**src/rtl/flash_byte_streamer_if.sv**
```systemverilog
// rtl/flash_byte_streamer_if.sv - Avalon-MM read bus between the byte streamer and the flash controller
interface flash_byte_streamer_if;
  logic        read;
  logic [22:0] address;
  logic [3:0]  byteenable;
  logic        waitrequest;
  logic [31:0] readdata;
  logic        readdatavalid;

  modport master (
    output read, address, byteenable,
    input  waitrequest, readdata, readdatavalid
  );

  modport slave (
    input  read, address, byteenable,
    output waitrequest, readdata, readdatavalid
  );
endinterface

```
**src/rtl/flash_byte_streamer.sv**
```systemverilog
// rtl/flash_byte_streamer.sv - fetches 32-bit flash words and streams them out byte by byte, forward or reverse
module flash_byte_streamer #(
  parameter logic [22:0] WORD_DELTA = 23'd1,
  parameter logic [22:0] START_WORD = 23'h000000,
  parameter logic [22:0] END_WORD   = 23'h07FFFF
) (
  input  logic                         clk,
  input  logic                         reset,
  input  logic                         start,
  input  logic                         stop,
  input  logic                         reverse,
  output logic                         byte_valid,
  input  logic                         byte_ready,
  output logic [7:0]                   byte_data,
  output logic                         wrapped,
  output logic                         busy,
  flash_byte_streamer_if.master        flash_mem
);

  typedef enum logic [1:0] {IDLE, REQ, WAIT_DATA, PRESENT} state_t;

  state_t      state, state_nxt;
  logic [22:0] word_q, word_nxt;
  logic [1:0]  byte_q, byte_nxt;
  logic [31:0] buf_q, buf_nxt;
  logic        stop_q, stop_nxt;
  logic        wrapped_nxt;

  logic [22:0] step_word;
  logic [1:0]  step_byte;
  logic        step_wrap;
  logic        step_new_word;
  logic        fwd_wrap;
  logic        rev_wrap;

  // Wrap is decided by distance to the window edge so the step never overflows.
  assign fwd_wrap = (END_WORD - word_q) < WORD_DELTA;
  assign rev_wrap = (word_q - START_WORD) < WORD_DELTA;

  always_comb begin
    step_word     = word_q;
    step_byte     = byte_q;
    step_wrap     = 1'b0;
    step_new_word = 1'b0;
    if (!reverse) begin
      step_byte = byte_q + 2'd1;
      if (byte_q == 2'd3) begin
        step_new_word = 1'b1;
        step_wrap     = fwd_wrap;
        step_word     = fwd_wrap ? START_WORD : word_q + WORD_DELTA;
      end
    end else begin
      step_byte = byte_q - 2'd1;
      if (byte_q == 2'd0) begin
        step_new_word = 1'b1;
        step_wrap     = rev_wrap;
        step_word     = rev_wrap ? END_WORD : word_q - WORD_DELTA;
      end
    end
  end

  always_ff @(posedge clk or posedge reset) begin
    if (reset) begin
      state   <= IDLE;
      word_q  <= START_WORD;
      byte_q  <= 2'd0;
      buf_q   <= 32'd0;
      stop_q  <= 1'b0;
      wrapped <= 1'b0;
    end else begin
      state   <= state_nxt;
      word_q  <= word_nxt;
      byte_q  <= byte_nxt;
      buf_q   <= buf_nxt;
      stop_q  <= stop_nxt;
      wrapped <= wrapped_nxt;
    end
  end

  always_comb begin
    state_nxt   = state;
    word_nxt    = word_q;
    byte_nxt    = byte_q;
    buf_nxt     = buf_q;
    stop_nxt    = stop_q;
    wrapped_nxt = 1'b0;
    case (state)
      IDLE: begin
        stop_nxt = 1'b0;
        if (start) begin
          word_nxt  = reverse ? END_WORD : START_WORD;
          byte_nxt  = reverse ? 2'd3 : 2'd0;
          state_nxt = REQ;
        end
      end
      REQ: begin
        // A stop here is remembered so the outstanding read still completes.
        stop_nxt = stop_q | stop;
        if (!flash_mem.waitrequest) begin
          state_nxt = WAIT_DATA;
        end
      end
      WAIT_DATA: begin
        stop_nxt = stop_q | stop;
        if (flash_mem.readdatavalid) begin
          if (stop_q || stop) begin
            state_nxt = IDLE;
          end else begin
            buf_nxt   = flash_mem.readdata;
            state_nxt = PRESENT;
          end
        end
      end
      PRESENT: begin
        if (byte_ready) begin
          word_nxt    = step_word;
          byte_nxt    = step_byte;
          wrapped_nxt = step_wrap;
          if (stop) begin
            state_nxt = IDLE;
          end else if (step_new_word) begin
            state_nxt = REQ;
          end
        end
      end
      default: state_nxt = IDLE;
    endcase
  end

  assign flash_mem.read       = (state == REQ);
  assign flash_mem.address    = word_q;
  assign flash_mem.byteenable = 4'b1111;
  assign byte_valid           = (state == PRESENT);
  assign busy                 = (state != IDLE);
  assign byte_data            = buf_q[{byte_q, 3'b000} +: 8];

endmodule

```
**src/flat_wrapper.sv**
```systemverilog
// flat-port wrapper written by rule: the top's interface ports become plain ports
module flash_byte_streamer_flat 
#(
  parameter logic [22:0] WORD_DELTA = 23'd1,
  parameter logic [22:0] START_WORD = 23'h000000,
  parameter logic [22:0] END_WORD   = 23'h07FFFF
)
  (clk, reset, start, stop, reverse, byte_valid, byte_ready, byte_data, wrapped, busy, flash_mem_read, flash_mem_address, flash_mem_byteenable, flash_mem_waitrequest, flash_mem_readdata, flash_mem_readdatavalid);
  flash_byte_streamer_if flash_mem_i ();
  input  logic clk;
  input  logic reset;
  input  logic start;
  input  logic stop;
  input  logic reverse;
  output logic byte_valid;
  input  logic byte_ready;
  output logic [7:0] byte_data;
  output logic wrapped;
  output logic busy;
  output wire logic [$bits(flash_mem_i.read)-1:0] flash_mem_read;
  output wire logic [$bits(flash_mem_i.address)-1:0] flash_mem_address;
  output wire logic [$bits(flash_mem_i.byteenable)-1:0] flash_mem_byteenable;
  input wire logic [$bits(flash_mem_i.waitrequest)-1:0] flash_mem_waitrequest;
  input wire logic [$bits(flash_mem_i.readdata)-1:0] flash_mem_readdata;
  input wire logic [$bits(flash_mem_i.readdatavalid)-1:0] flash_mem_readdatavalid;
  assign flash_mem_read = flash_mem_i.read;
  assign flash_mem_address = flash_mem_i.address;
  assign flash_mem_byteenable = flash_mem_i.byteenable;
  assign flash_mem_i.waitrequest = flash_mem_waitrequest;
  assign flash_mem_i.readdata = flash_mem_readdata;
  assign flash_mem_i.readdatavalid = flash_mem_readdatavalid;
  flash_byte_streamer #(.WORD_DELTA(WORD_DELTA), .START_WORD(START_WORD), .END_WORD(END_WORD)) u_core (.clk(clk), .reset(reset), .start(start), .stop(stop), .reverse(reverse), .byte_valid(byte_valid), .byte_ready(byte_ready), .byte_data(byte_data), .wrapped(wrapped), .busy(busy), .flash_mem(flash_mem_i));
endmodule
```
**config.mk**
```make
export PLATFORM = sky130hd
export DESIGN_NAME = flash_byte_streamer_flat
export DESIGN_NICKNAME = d
export VERILOG_FILES = /design/src/rtl/flash_byte_streamer_if.sv /design/src/rtl/flash_byte_streamer.sv /design/src/flat_wrapper.sv
export SDC_FILE = /design/constraint.sdc
export NUM_CORES = 1
export LEC_CHECK = 0
export ABC_AREA = 1
export CAP_MARGIN = 15
export CORE_UTILIZATION = 45
export DETAILED_ROUTE_END_ITERATION = 12
export GPL_TIMING_DRIVEN = 0
export MAX_ROUTING_LAYER = met4
export PLACE_DENSITY = 0.68
export SYNTH_ARGS = -nofsm -noshare
export SYNTH_HDL_FRONTEND = slang
export SYNTH_SLANG_ARGS = --single-unit
export TNS_END_PERCENT = 1
```
**constraint.sdc**
```tcl
create_clock -name clk -period 6.3 [get_ports clk]
set_clock_uncertainty 0.15 [all_clocks]
set_input_delay 1.89 -clock clk [delete_from_list [all_inputs] [get_ports clk]]
set_output_delay 1.89 -clock clk [all_outputs]
set_load 0.02 [all_outputs]
```
# Word-level counts from Yosys, hierarchy flattened
# Cells that the tools add are included.
[classes] n_addsub=5 n_lt_le_gt_ge=2 n_eq_ne=11 shifts=1 muxes=31 bitwise=2 n_reduce_logical=11
[op_table] op="23-bit two-way mux" n=7
[op_table] op="23-bit by 1-bit less-than comparator with 1-bit output, second input constant" n=2
[op_table] op="23-bit one-hot mux with 2 select lines" n=1
[op_table] op="32-bit by 6-bit indexed part select with 8-bit output" n=1
[op_table] op="23-bit by 1-bit adder with 23-bit output, second input constant" n=1
[op_table] op="19-bit by 23-bit subtractor with 23-bit output, first input constant" n=1
[op_table] op="23-bit by 1-bit subtractor with 23-bit output, second input constant" n=1
[op_table] op="2-bit two-way mux" n=11
[op_table] op="19-bit two-way mux" n=1
[op_table] op="5-bit AND reduction" n=2
[op_table] op="3-bit by 2-bit != test with 1-bit output, second input constant" n=3
[op_table] op="1-bit two-way mux" n=8
[op_table] op="2-bit one-hot mux with 4 select lines" n=1
[op_table] op="2-bit == test, second input constant" n=3
[op_table] op="2-bit != test, second input constant" n=3
[op_table] op="3-bit AND reduction" n=2
[op_table] op="2-bit nonzero test" n=3
[op_table] op="2-bit zero test" n=2
[op_table] op="2-bit one-hot mux with 2 select lines" n=1
[op_table] op="2-bit by 1-bit adder with 2-bit output, second input constant" n=1
[op_table] op="2-bit by 1-bit == test with 1-bit output, second input constant" n=1
[op_table] op="2-bit by 1-bit != test with 1-bit output, second input constant" n=1
[op_table] op="1-bit one-hot mux with 2 select lines" n=1
[op_table] op="2-bit OR reduction" n=1
[op_table] op="4 further kinds" n=4
[word_totals] register_bits=61 output_inout_bits=39

# Longest topological paths before layout
# Gate-level depths: netlist of the first run.
[depth] depth_word=7 depth_mapped=11 depth_no_buf=11

# Worst setup path before layout of the first run
# OpenSTA, ideal clock, no wires.
[synth_timing] path_kind="reg2out" start="register u_core.byte_q[0]" end="output port byte_data[3]" arrival_time_ns=1.330 required_ns=4.260 slack_ns=2.930 path_stages_with_launch=6 path_cell_list="dfrtp_1 > buf_2 > clkinv_1 > clkbuf_1 > o21ai_0 > o22ai_1"
[synth_between] elab_chain_cells=1
[synth_rtl] item="from (decl)" line_no="flash_byte_streamer.sv:24" text="logic [1:0] byte_q, byte_nxt;"
[synth_rtl] item="from (signal assigned)" line_no="flash_byte_streamer.sv:73" text="byte_q <= byte_nxt;"
[synth_rtl] item="32-bit by 6-bit indexed part select with 8-bit output" line_no="flash_byte_streamer.sv:135" text="assign byte_data = buf_q[{byte_q, 3'b000} +: 8];"
[synth_rtl] item="to (decl)" line_no="flat_wrapper.sv:17" text="output logic [7:0] byte_data;"
# No other way between the ends.

# Worst setup path in the final report of the first run
# Ends and elaborated chain as after synthesis.

==> metrics.yaml, run 1 <==
logic_synthesis:
  yosysWarningCount: 0
  synth_most_common_cell: "nand2_1"
  synthTopCellsByCount: "nand2_1, nor2_1, dfrtp_1, nand3_1, inv_1"
  synthArstFlopShare_pct: 100.0
  synth_top_area_share_pct: 34.34
  synth_edf_count: 0
  synth_seq_cells: 61
  yosysTopAreaCell: "dfrtp_1"
  syn_avg_cell_area_um2: 7.182
  ys_types: 41
  ys_seq_area_share_pct: 34.34
  netlist_area_um2: 4446
  syn_inst: 619
  synth_ff_type: "dfrtp_1"
  synth_area_leaders: "dfrtp_1, nand2_1, mux2_2"
detailed_routing:
  drc: 0
  wl_per_cell_um: 17.01
  drtAntennaViolNets: 0
  dr_total_vias: 4565
  drtPass1Iterations: 4
  via_per_inst: 5.428
  drtIter0Drc: 295
  wirelength_um: 14300
grt:
  antenna_found_initial: 0
  grt_max_degree: 44
  globalRouteMet2Util_pct: 53.64
  first_global_vias: 4502
  met3_usage_pct: 5.107
  use_met1_pct: 35.96
  grt_pass1_wl_um: 22880
  grt_busiest_layer: "met2"
  gr-total-overflow: 0
  track_usage_pct: 30.90
layout:
  nFillCells: 909
  area_growth_pct: 25.44
  drive_gt1_share_pct: 16.29
  antenna_cells: 0
  utilization_pct: 59.23
  stdcell_count: 841
  nets: 754
floorplanning:
  io_pins: 79
  die-area_um2: 10280
  start_util_pct: 47.22
  fp-row-count: 35
  die_height_um: 101.4
  core_um2: 9415
  die_x_um: 101.4
timing:
  max_slew.worst_pin.slew_ns: 0.7002
  fin_setup_tns_ns: 0
  min_period_over_period_pct: 71.21
  hold_violations: 0
  rsz0062_at_grt: "no"
  max_slew_margin_pct: 53.32
  drv_slew: 0
  finalSetupViolations: 0
  setup_slack_ns: 1.814
  hold_ws_ns: 0.3460
  layout_min_cycle_time_ns: 4.486
  max_freq_ghz: 0.2229
clocking:
  postCtsHoldBufs: 0
  cts_max_path_buffers: 2
  cts.sinks: 61
  cts_tree: "built"
  path_clk_slew_ns: 0.08
  postCtsSetupBuffers: 0
  cts_max_level: 3
  insertion_delay_ns: 0.37
  cts-resized-gates: 0
  cts_inserted_buffers: 9
  cts-root-buf: "clkbuf_8"
pwr:
  vdd_drop_max_v: 0.0002862
  p_leak_nw: 2.463
  power_density_nw_per_um2: 487.7
min_path:
  worstHoldPathType: "reg2reg"
placed_design:
  place_hpwl_um: 10790
  portBuffers: 73
  place_worst_setup_slack_ns: 2.218
  post-place-cells: 825
  gp_congestion: 0.9443
critical_path:
  cp_max_fo: 10
  cpPeakStageDelay_ns: 0.64
  crit_type: "reg2out"
  slowest_stage: "clkdlybuf4s50_1"
  worst-path-buf-inv: 4
  path_delay_family: "buffers and inverters"
  critPathLaunchType: "register"
  endpoint_kind: "primary output"
  crit_arrival_ns: 2.45
  cp_cell_sequence: "buf_2 > clkinv_1 > clkbuf_1 > o21ai_0 > o22ai_1 > clkdlybuf4s50_1"
  required_ns: 4.26
flow_run:
  drv_cap: 0
run_status:
  outcome: "complete, no violations"
-- path summary, 6_finish.rpt --
kind,startpoint,end,slack [ns],depth (start not counted)
min in group asynchronous,reset,u_core.flash_mem.address[12],1.70,2
setup reg to reg,u_core.state[0],u_core.flash_mem.address[9],4.03,11
hold reg to reg,u_core.stop_q,u_core.stop_q,0.35,2
hold / removal,u_core.stop_q,u_core.stop_q,0.35,2
max in group asynchronous,reset,u_core.buf_q[20],3.69,3
setup / recovery,u_core.byte_q[0],byte_data[3],1.81,6
-- layout by cell type (no fill, tap or decap), drive strengths merged, types with 5 or more instances in the layout --
cell and instances:
a21oi 13, nand2 165, nand3 56, mux2 32, o21ai 42, dfrtp 61, clkbuf 16, nor3 7
nor2 113, inv 48, o22ai 10, nand4 16, buf 25, xor2 5, clkdlybuf4s50 73, ha 7
-- worst min-delay path, cell delays in order (launching register included) --
cell     delay (ns)
dfrtp_1        0.35
nand2_1        0.05
o21ai_0        0.06
-- area by class of cell --
class	count	area (µm²)	share of cell area, %
Buffer	31	215.2	3.859
Multi-Input combinational cell	483	2539	45.52
Sequential cell	61	1526	27.37
Tap cell	129	161.4	2.894
Clock inverter	7	83.83	1.503
Clock buffer	9	123.9	2.221
Timing Repair Buffer	74	750.7	13.46
Inverter	47	176.4	3.164
-- sequential cells by signal, summed over array words and instances (netlist names) --
register and flops:
u_core.flash_mem.address 23, u_core.state 2, u_core.buf_q 32, u_core.byte_q 2
u_core.wrapped 1, u_core.stop_q 1
-- power breakdown --
part           internal [mW]  switching [mW]
Clock                  0.189           0.200
Sequential             0.572           0.163
Combinational          0.641           0.954
-- cells by family (layout without fill, tap and decap cells) --
kind of cell / Yosys count / count (layout) / synth area share (%)
buffers and inverters: 78 / 168 / 8.809
xor gates and xnor gates: 6 / 6 / 1.182
muxes: 32 / 32 / 8.106
AOI/OAI and AO/OA: 71 / 71 / 8.697
other: 1 / 4 / 0.08435
and+or+nand+nor: 363 / 363 / 36.81
adders and majority gates: 7 / 7 / 1.970
DFF: 61 / 61 / 34.34
-- layer usage --
layer  part of all wire, %  routed length, µm
met5                     0                  0
met1                    41               5864
met4                   2.2                314
met3                   6.6                938
met2                    50               7186
-- stage by stage --
| step | instance area [µm²] | total power, mW |
|---|---|---|
| 2_1_floorplan | 4457 | 1.748 |
| 3_3_place_gp | 5349 | 2.300 |
| 3_5_place_dp | 5369 | 2.326 |
| 4_1_cts | 5577 | 2.720 |
| 5_1_grt | 5577 | 2.920 |
| 6_report | 5577 | 2.719 |
Note: power is estimated with default switching activity, not from simulation.
==> run 2: changes to the inputs <==
==> constraint.sdc (replaced) <==
create_clock -name clk -period 4.56 [get_ports clk]
set_clock_uncertainty 0.15 [all_clocks]
set_input_delay 1.368 -clock clk [delete_from_list [all_inputs] [get_ports clk]]
set_output_delay 1.368 -clock clk [all_outputs]
set_load 0.02 [all_outputs]
==> results of run 2 <==
Same layout as run 1 (identical final DEF). Status: complete, no violations.
Main changes from that run: setup slack after placement 2.218 ns -> 1.000 ns; setup slack after layout 1.814 ns -> 0.5960 ns; register-to-register setup slack 4.03 ns -> 2.29 ns; total power 2.719 mW -> 3.757 mW; worst IR drop on VDD 0.0002862 V -> 0.0003954 V
